<file path="config.mk">
export PLATFORM = sky130hd
export DESIGN_NAME = wb_rr_arbiter
export DESIGN_NICKNAME = d
export VERILOG_FILES = /design/src/rtl/wb_rr_arbiter.sv
export SDC_FILE = /design/constraint.sdc
export NUM_CORES = 1
export LEC_CHECK = 0
export BUFFER_PORTS_ARGS = -buffer_cell sky130_fd_sc_hd__buf_2
export CORE_AREA = 5 5 103 105
export DETAILED_ROUTE_END_ITERATION = 8
export DIE_AREA = 0 0 108 110
export GPL_ROUTABILITY_DRIVEN = 0
export PLACE_DENSITY = 0.66
export SLEW_MARGIN = 20
export SYNTH_ARGS = -nofsm -noshare
export SYNTH_HDL_FRONTEND = slang
export SYNTH_SLANG_ARGS = --single-unit
</file>
<file path="constraint.sdc">
create_clock -name clk -period 2.8 [get_ports clk]
set_input_delay 0.56 -clock clk [delete_from_list [all_inputs] [get_ports clk]]
set_output_delay 0.56 -clock clk [all_outputs]
set_load 0.05 [all_outputs]
</file>
<file path="src/rtl/wb_rr_arbiter.sv">
// wb_rr_arbiter: N-master to 1-slave Wishbone B4 classic arbiter.
// Round-robin ownership with one idle bus cycle between owners, and a
// watchdog that aborts a stalled strobe with ERR instead of hanging.

module wb_rr_arbiter #(
    parameter int N_MASTERS = 2,
    parameter int ADR_W     = 32,
    parameter int DAT_W     = 32,
    parameter int TIMEOUT   = 256
) (
    input  logic                       clk,
    input  logic                       rst,
    input  logic [N_MASTERS-1:0]       m_cyc,
    input  logic [N_MASTERS-1:0]       m_stb,
    input  logic [N_MASTERS-1:0]       m_we,
    input  logic [N_MASTERS*ADR_W-1:0] m_adr,
    input  logic [N_MASTERS*DAT_W-1:0] m_dat_o,
    output logic [DAT_W-1:0]           m_dat_i,
    output logic [N_MASTERS-1:0]       m_ack,
    output logic [N_MASTERS-1:0]       m_err,
    output logic                       s_cyc,
    output logic                       s_stb,
    output logic                       s_we,
    output logic [ADR_W-1:0]           s_adr,
    output logic [DAT_W-1:0]           s_dat_o,
    input  logic [DAT_W-1:0]           s_dat_i,
    input  logic                       s_ack,
    input  logic                       s_err,
    output logic [N_MASTERS-1:0]       grant,
    output logic                       timeout_evt
);

    localparam int OWN_W = (N_MASTERS > 1) ? $clog2(N_MASTERS) : 1;
    // A zero-width counter is illegal, so a disabled watchdog keeps one bit.
    localparam int CNT_W = (TIMEOUT > 0) ? $clog2(TIMEOUT + 1) : 1;

    typedef enum logic [1:0] {
        ST_IDLE    = 2'd0,
        ST_GRANT   = 2'd1,
        ST_ABORT   = 2'd2,
        ST_RELEASE = 2'd3
    } state_t;

    state_t           state;
    state_t           state_nxt;
    logic [OWN_W-1:0] owner;
    logic [OWN_W-1:0] owner_nxt;
    logic [OWN_W-1:0] rr_ptr;
    logic [OWN_W-1:0] rr_ptr_nxt;
    logic [CNT_W-1:0] wd_cnt;
    logic [CNT_W-1:0] wd_cnt_nxt;

    logic own_cyc;
    logic own_stb;
    logic own_we;

    logic [ADR_W-1:0] adr_arr [N_MASTERS];
    logic [DAT_W-1:0] dat_arr [N_MASTERS];

    // First requester at or above ptr, wrapping at N_MASTERS.
    function automatic logic [OWN_W-1:0] rr_pick(input logic [N_MASTERS-1:0] req,
                                                  input logic [OWN_W-1:0]     ptr);
        logic [OWN_W-1:0] pick;
        logic [OWN_W-1:0] sel;
        logic             found;
        int               idx;
        pick  = ptr;
        found = 1'b0;
        for (int i = 0; i < N_MASTERS; i++) begin
            idx = int'(ptr) + i;
            if (idx >= N_MASTERS) begin
                idx = idx - N_MASTERS;
            end
            sel = OWN_W'(idx);
            if (!found && req[sel]) begin
                pick  = sel;
                found = 1'b1;
            end
        end
        return pick;
    endfunction

    // Index of the master after idx, wrapping to 0.
    function automatic logic [OWN_W-1:0] next_idx(input logic [OWN_W-1:0] idx);
        if (idx == OWN_W'(N_MASTERS - 1)) begin
            return '0;
        end
        return idx + 1'b1;
    endfunction

    // Saturating increment so the stall counter can never wrap to 0.
    function automatic logic [CNT_W-1:0] sat_inc(input logic [CNT_W-1:0] cnt);
        if (cnt == CNT_W'(TIMEOUT)) begin
            return cnt;
        end
        return cnt + 1'b1;
    endfunction

    genvar gi;
    generate
        for (gi = 0; gi < N_MASTERS; gi++) begin : g_unpack
            assign adr_arr[gi] = m_adr[gi*ADR_W +: ADR_W];
            assign dat_arr[gi] = m_dat_o[gi*DAT_W +: DAT_W];
        end
    endgenerate

    assign own_cyc = m_cyc[owner];
    assign own_stb = m_stb[owner];
    assign own_we  = m_we[owner];

    // Read data is broadcast; only the ack/err qualifies it for a master.
    assign m_dat_i = s_dat_i;

    // State, owner, round-robin pointer and watchdog registers.
    always_ff @(posedge clk or negedge rst) begin
        if (!rst) begin
            state  <= ST_IDLE;
            owner  <= '0;
            rr_ptr <= '0;
            wd_cnt <= '0;
        end else begin
            state  <= state_nxt;
            owner  <= owner_nxt;
            rr_ptr <= rr_ptr_nxt;
            wd_cnt <= wd_cnt_nxt;
        end
    end

    // Next-state logic: arbitration, release detection and watchdog abort.
    always_comb begin
        state_nxt  = state;
        owner_nxt  = owner;
        rr_ptr_nxt = rr_ptr;
        wd_cnt_nxt = '0;
        case (state)
            ST_IDLE: begin
                if (|m_cyc) begin
                    owner_nxt = rr_pick(m_cyc, rr_ptr);
                    state_nxt = ST_GRANT;
                end
            end
            ST_GRANT: begin
                if (!own_cyc) begin
                    state_nxt  = ST_IDLE;
                    rr_ptr_nxt = next_idx(owner);
                end else if (TIMEOUT > 0 && own_stb && !s_ack && !s_err) begin
                    wd_cnt_nxt = sat_inc(wd_cnt);
                    // This edge takes the counter to TIMEOUT.
                    if (wd_cnt == CNT_W'(TIMEOUT - 1)) begin
                        state_nxt = ST_ABORT;
                    end
                end
            end
            ST_ABORT: begin
                if (!own_cyc) begin
                    state_nxt  = ST_IDLE;
                    rr_ptr_nxt = next_idx(owner);
                end else begin
                    state_nxt = ST_RELEASE;
                end
            end
            ST_RELEASE: begin
                if (!own_cyc) begin
                    state_nxt  = ST_IDLE;
                    rr_ptr_nxt = next_idx(owner);
                end
            end
            default: begin
                state_nxt = ST_IDLE;
            end
        endcase
    end

    // Output mux: owner drives the slave in GRANT; ABORT returns ERR once.
    always_comb begin
        s_cyc       = 1'b0;
        s_stb       = 1'b0;
        s_we        = 1'b0;
        s_adr       = '0;
        s_dat_o     = '0;
        m_ack       = '0;
        m_err       = '0;
        grant       = '0;
        timeout_evt = 1'b0;
        case (state)
            ST_GRANT: begin
                s_cyc        = own_cyc;
                s_stb        = own_stb;
                s_we         = own_we;
                s_adr        = adr_arr[owner];
                s_dat_o      = dat_arr[owner];
                m_ack[owner] = s_ack;
                m_err[owner] = s_err;
                grant[owner] = 1'b1;
            end
            ST_ABORT: begin
                m_err[owner] = 1'b1;
                timeout_evt  = 1'b1;
                grant[owner] = 1'b1;
            end
            ST_RELEASE: begin
                grant[owner] = 1'b1;
            end
            default: begin
            end
        endcase
    end

endmodule

</file>
## After elaboration in Yosys (flattened, before gate mapping)

Cells that the tools add are included.

- Add/subtract/negate cells: 5
- $lt $le $gt $ge: 7
- Equality and inequality tests: 12
- Muxes and demuxes: 66
- Bitwise operators: 3
- Reduce and logical (&&, ||, !) cells: 14

Operator list:

| cell | number |
|---|---|
| $mux W32 | 8 |
| $mux W1 | 42 |
| $mux W9 | 4 |
| $mux W2 | 8 |
| $add A9 B1 Y9 const B | 1 |
| $eq A9 B8 Y1 const B | 1 |
| $eq A9 B9 Y1 const B | 1 |
| $ne A2 B2 Y1 const B | 4 |
| $pmux W2 S4 | 1 |
| $reduce_and A4 Y1 | 2 |
| $lt A1 B2 Y1 const B | 3 |
| $ne A3 B3 Y1 const B | 2 |
| $ne A5 B5 Y1 const B | 1 |
| $and A2 B2 Y2 | 2 |
| $eq A2 B2 Y1 const B | 2 |
| $ge A2 B2 Y1 const B | 2 |
| $logic_and A1 B1 Y1 | 4 |
| $pmux W2 S2 | 1 |
| $logic_not A1 Y1 | 3 |
| $pmux W1 S3 | 1 |
| $reduce_bool A3 Y1 | 1 |
| $reduce_or A3 Y1 | 1 |
| $add A1 B1 Y2 const B | 1 |
| $eq A2 B1 Y1 const B | 1 |
| 9 further kinds | 10 |

- Register bits: 13
- Output and inout bits: 106
- Word-level logic and storage cells: 111

## Depth between registers and ports, before layout

- Word-level depth: 12
- Gate-level depth with buffers: 8
- Gate-level depth less buffers: 7

## Worst setup path before layout

No wires, ideal clock.

- Path kind: register to output
- Start: register state[1]
- End: output m_err[0]
- Data arrival time: 2,356 ps
- Required time: 2,240 ps
- Slack: -116 ps
- Cell stages (with the launch flop): 7
- Cell sequence: dfrtp_1 inv_1 ha_1 clkbuf_1 clkbuf_1 a21oi_1 nor3b_1

- Cells in the longest elaborated chain, start to end: 2

RTL lines:

| what | RTL line | source |
|---|---|---|
| start: declaration | 44 | `state_t state;` |
| start signal: assignment | 122 | `state <= state_nxt;` |
| $eq A2 B2 Y1 or $eq A2 B1 Y1 (tied branches) | 185 | `case (state)` |
| $pmux W2 S2 (*) | 185 |  |
| end: declaration | 20 | `output logic [N_MASTERS-1:0] m_err,` |

Every way passes the cells marked *; elsewhere a longest branch is shown, timed or not.

## Worst setup path in the final report

- Start: register state[1]
- End: output s_adr[19]

- Cells in the longest elaborated chain, start to end: 2

RTL lines:

| what | RTL line | source |
|---|---|---|
| $eq A2 B1 Y1 | 185 |  |
| $mux W32 | 185 |  |
| end: declaration | 24 | `output logic [ADR_W-1:0] s_adr,` |

No other way between the ends.

==> reports/summary.md <==
In this run, synthesis produced a sequential element count of 13. The share of power burned in the clock network was 4.2%; the maximum resistive drop on vdd was 683 uV. Hold-fix buffer count after cts: 0. No sink is reached through more buffers than the 2 on the longest clock path.

The required time of the worst setup path was 2.24 ns. The power dissipated by switching net loads is 2.57 mW. Entering global routing, the biggest net connects 55 pins. Summing the areas of all compound-gate instances in the mapped netlist gives 3.36% of the synthesized area.

The total number of vias was 2436; the mux contribution to synthesized area was 32.1%. The logs give 0.24 ns for the clock latency on the worst-skew pair and 0.0119 mm2 for the die outline area. The aggregate global-route resource usage came out at 13.5%. The tools report the fill cell total of the finished layout as 1029. After clock tree synthesis, the repair step resized 0 gates. TritonCTS built the clock tree.

The worst setup path is captured at an output port. The level count of the clock H-tree was 1. Combinational cells account for 88.9% of the total power. For the initial antenna violation count, the log shows 1. Of the total synthesized cell area, the portion taken by XOR and XNOR cells is 2.39%. Before antenna repair, the detailed router went through 6 iterations. After global routing the overflow that remains totals 0.

Counting every instance in the synthesized netlist gives 269. The launch instance of the worst register-to-register path was owner$_DFFE_PN0P_. Switching portion of total power: 65.4%. For the setup fix buffers added after clock tree synthesis, the log shows 0.

The final layout contains routed wiring with a total length of 9330 um. The TritonCTS buffer count was 3. After detailed routing, the number of remaining DRC violations is 0. The number of cells on the worst reg-to-reg path is 5. From left edge to right edge, the die measures 108 um. The synthesized design devotes to its leading area cell type 31.4% of total area. Cell type with the highest aggregate area in the netlist: sky130_fd_sc_hd__mux2i_1. The layout overhead on the synthesized area is 46.8%. The worst slack on hold paths was 0.198 ns; the per-instance average area after synthesis was 8.18 um2. Setup repair after global routing left no endpoint under its margin. The run gives 64.0% as the worst relative slew slack. Number of nets with antenna violations after routing: 0. The library cells used most frequently in the layout, excluding fill and tap cells, are 211 x sky130_fd_sc_hd__buf_2, 69 x sky130_fd_sc_hd__mux2i_1, 67 x sky130_fd_sc_hd__nor2b_1. The Yosys step of the flow raised 0 warnings. In this run the static leakage power is 1.88 nW. The slew at the pin with the worst max-slew slack came out at 0.533 ns. Antenna diode count: 0. The critical path is of the reg -> out type.

The run gives 0.00114 ns as the worst clock skew on the final layout. For the via count of the first global-routing pass, the log shows 2441. The region available for standard cell placement spans 0.00955 mm2. The mapped netlist covers 0.00220 mm2. The terminus of the critical flop-to-flop path is wd_cnt[2]$_DFFE_PN0P_.

Sequential elements use 14.8% of the synthesized area. The worst-path maximum fanout works out to 54. Dominant synthesized flop cell: sky130_fd_sc_hd__dfrtp_1. The internal portion of the total power is 1.36 mW.

After floorplanning, the core was divided into 36 placement rows. Data arrives at the worst endpoint at 1.93 ns. The tools report the number of setup violations in the final report as 0. The kind of start point of the critical path was a flip-flop. The clock slew seen by the registers of the worst setup and hold paths is 0.05 ns, and the number of max-cap violations is 0.

The utilization after layout came out at 33.8%. Setup slack on the worst reg-to-reg path comes out at 0.73 ns. Buffers placed on the I/O ports in this run total 211. The logs give 402 MHz for the maximum clock rate and 447 for the net count after synthesis. In the final timing run, aggregate negative setup slack is 0 ns. For this run, asynchronously set or reset flops after synthesis account for 100%. Share of final-layout standard cells stronger than drive strength 1: 51.1%. After synthesis, the cell types taking the most area are sky130_fd_sc_hd__mux2i_1 31%, sky130_fd_sc_hd__nor2b_1 19%, sky130_fd_sc_hd__dfrtp_1 15%, sky130_fd_sc_hd__buf_4 11%, sky130_fd_sc_hd__ha_1 4.6%. For this design the ratio of total power to cell area is 1220 mW/mm2.

After layout, the design draws a total of 3.93 mW. The power share of the sequential group was 6.9%. The flow ran to the end, and the final reports show no timing, DRC or antenna violations.

The I/O pin count was 276; the number of DRC markers in iteration 0 was 111. The count of final max-slew check failures came out at 0. For this design, the sink count on the clock tree is 13. The tightest min-delay check is of the in -> async type. The final hold violation count came out at 0. Global routing used 4.95% of the available met3 tracks. Dividing the detail-routed via count by the number of cells gives 4.25. The final layout net count is 619.

The height of the die is 110 um, and the simple-gate area share of the yosys netlist is 27.6%. Global routing used 23.4% of the available met2 tracks. The logs give 16.6% for the met1 capacity usage during global routing and 23.0% for the starting utilization of the core area. The global-route wire length before repair is 12700 um.

The total half-perimeter wirelength after legalization and detailed placement is 8240 um. After detailed routing, the average wire length per cell comes to 16.3 um. After layout, the worst path uses 88.8% of the clock period. The layer carrying the most global-route usage was met2.

The largest family of logic cells by synthesized area is multiplexers. For the number of distinct standard cells referenced by the synthesized netlist, the log shows 27. The synthesized design contains 0 enable-type register cells. The post-route minimum period came out at 2.49 ns. Leaving out fill and tap cells, the most frequent cell in the layout is sky130_fd_sc_hd__buf_2.

The area share of fa/ha/maj cells after synthesis works out to 4.55%. The cell at the root of the clock tree is sky130_fd_sc_hd__clkbuf_8.
flip-flops by register name, indices dropped and copies added, names as in the netlist:
register	count
owner	1
rr_ptr	1
state	2
wd_cnt	9
through the flow:
| stage | instances | setup WS, ns | cell area, um2 |
|---|---|---|---|
| detailed placement | 569 | 0.552 | 3180 |
| finish | 573 | 0.313 | 3230 |
| global placement | 569 | 0.589 | 3180 |
| floorplan | 269 | 0.368 | 2200 |
| global route | 573 | 0.169 | 3230 |
| CTS | 573 | 0.292 | 3230 |
power by group through the flow:
stage	Sequential, mW	Combinational, mW	Clock [mW]
global route	0.279	3.68	0.179
finish	0.273	3.49	0.164
detailed placement	0.279	3.52	0
floorplan	0.239	2.85	0
global placement	0.275	3.49	0
CTS	0.276	3.53	0.170
layer usage:
layer / routed length, um / share of wire (%) / up-vias
met5: 12 / 0.13 / -
met4: 19 / 0.20 / 2
met3: 1040 / 11 / 4
met2: 4650 / 50 / 118
met1: 3620 / 39 / 1109
li1: - / - / 1203
kinds of logic after synthesis:
family	Yosys count
buffers and inverters	55
and+or+nand+nor	105
muxes	70
xor gates and xnor gates	6
adders and majority gates	8
AOI/OAI and AO/OA	12
DFF	13
final cells by class:
class,instances,area (um2),area share (%)
sequential,13,329,10.2
clock buffer,4,45.0,1.40
timing repair buffer,216,1120,34.7
inverter,6,22.5,0.698
tap,133,166,5.16
multi-input combinational,201,1550,47.9
synthesized netlist by cell type (2+ instances only):
master,count
sky130_fd_sc_hd__mux2i_1,69
sky130_fd_sc_hd__nor2b_1,67
sky130_fd_sc_hd__buf_4,32
sky130_fd_sc_hd__nor2_1,14
sky130_fd_sc_hd__dfrtp_1,13
sky130_fd_sc_hd__clkbuf_1,8
sky130_fd_sc_hd__ha_1,8
sky130_fd_sc_hd__nand2_1,8
sky130_fd_sc_hd__buf_2,7
sky130_fd_sc_hd__a21oi_1,6
sky130_fd_sc_hd__inv_1,6
sky130_fd_sc_hd__nand3_1,6
sky130_fd_sc_hd__xor2_1,5
sky130_fd_sc_hd__and3_1,3
sky130_fd_sc_hd__nor4b_1,3
sky130_fd_sc_hd__a21oi_2,2
sky130_fd_sc_hd__buf_1,2
critical path, stage by stage, from the launching register on:
cell	delay, ns
sky130_fd_sc_hd__dfrtp_1	0.40
sky130_fd_sc_hd__inv_1	0.13
sky130_fd_sc_hd__ha_2	0.40
sky130_fd_sc_hd__buf_12	0.23
sky130_fd_sc_hd__nor2b_1	0.20
sky130_fd_sc_hd__buf_2	0.29
worst max-delay path by stage:
stage | startpoint | endpoint | slack (ns) | depth (start not counted)
final | state[1]$_DFFE_PN0P_ | s_adr[19] | 0.31 | 5
after global routing | state[1]$_DFFE_PN0P_ | s_adr[2] | 0.17 | 5
after CTS | state[1]$_DFFE_PN0P_ | s_adr[19] | 0.29 | 5
after detailed placement | state[1]$_DFFE_PN0P_ | s_adr[19] | 0.55 | 5
after global placement | state[1]$_DFFE_PN0P_ | s_adr[0] | 0.59 | 5
after floorplan | state[1]$_DFFE_PN0P_ | m_err[0] | 0.37 | 6
No activity file was read; power rests on OpenSTA's default activity.
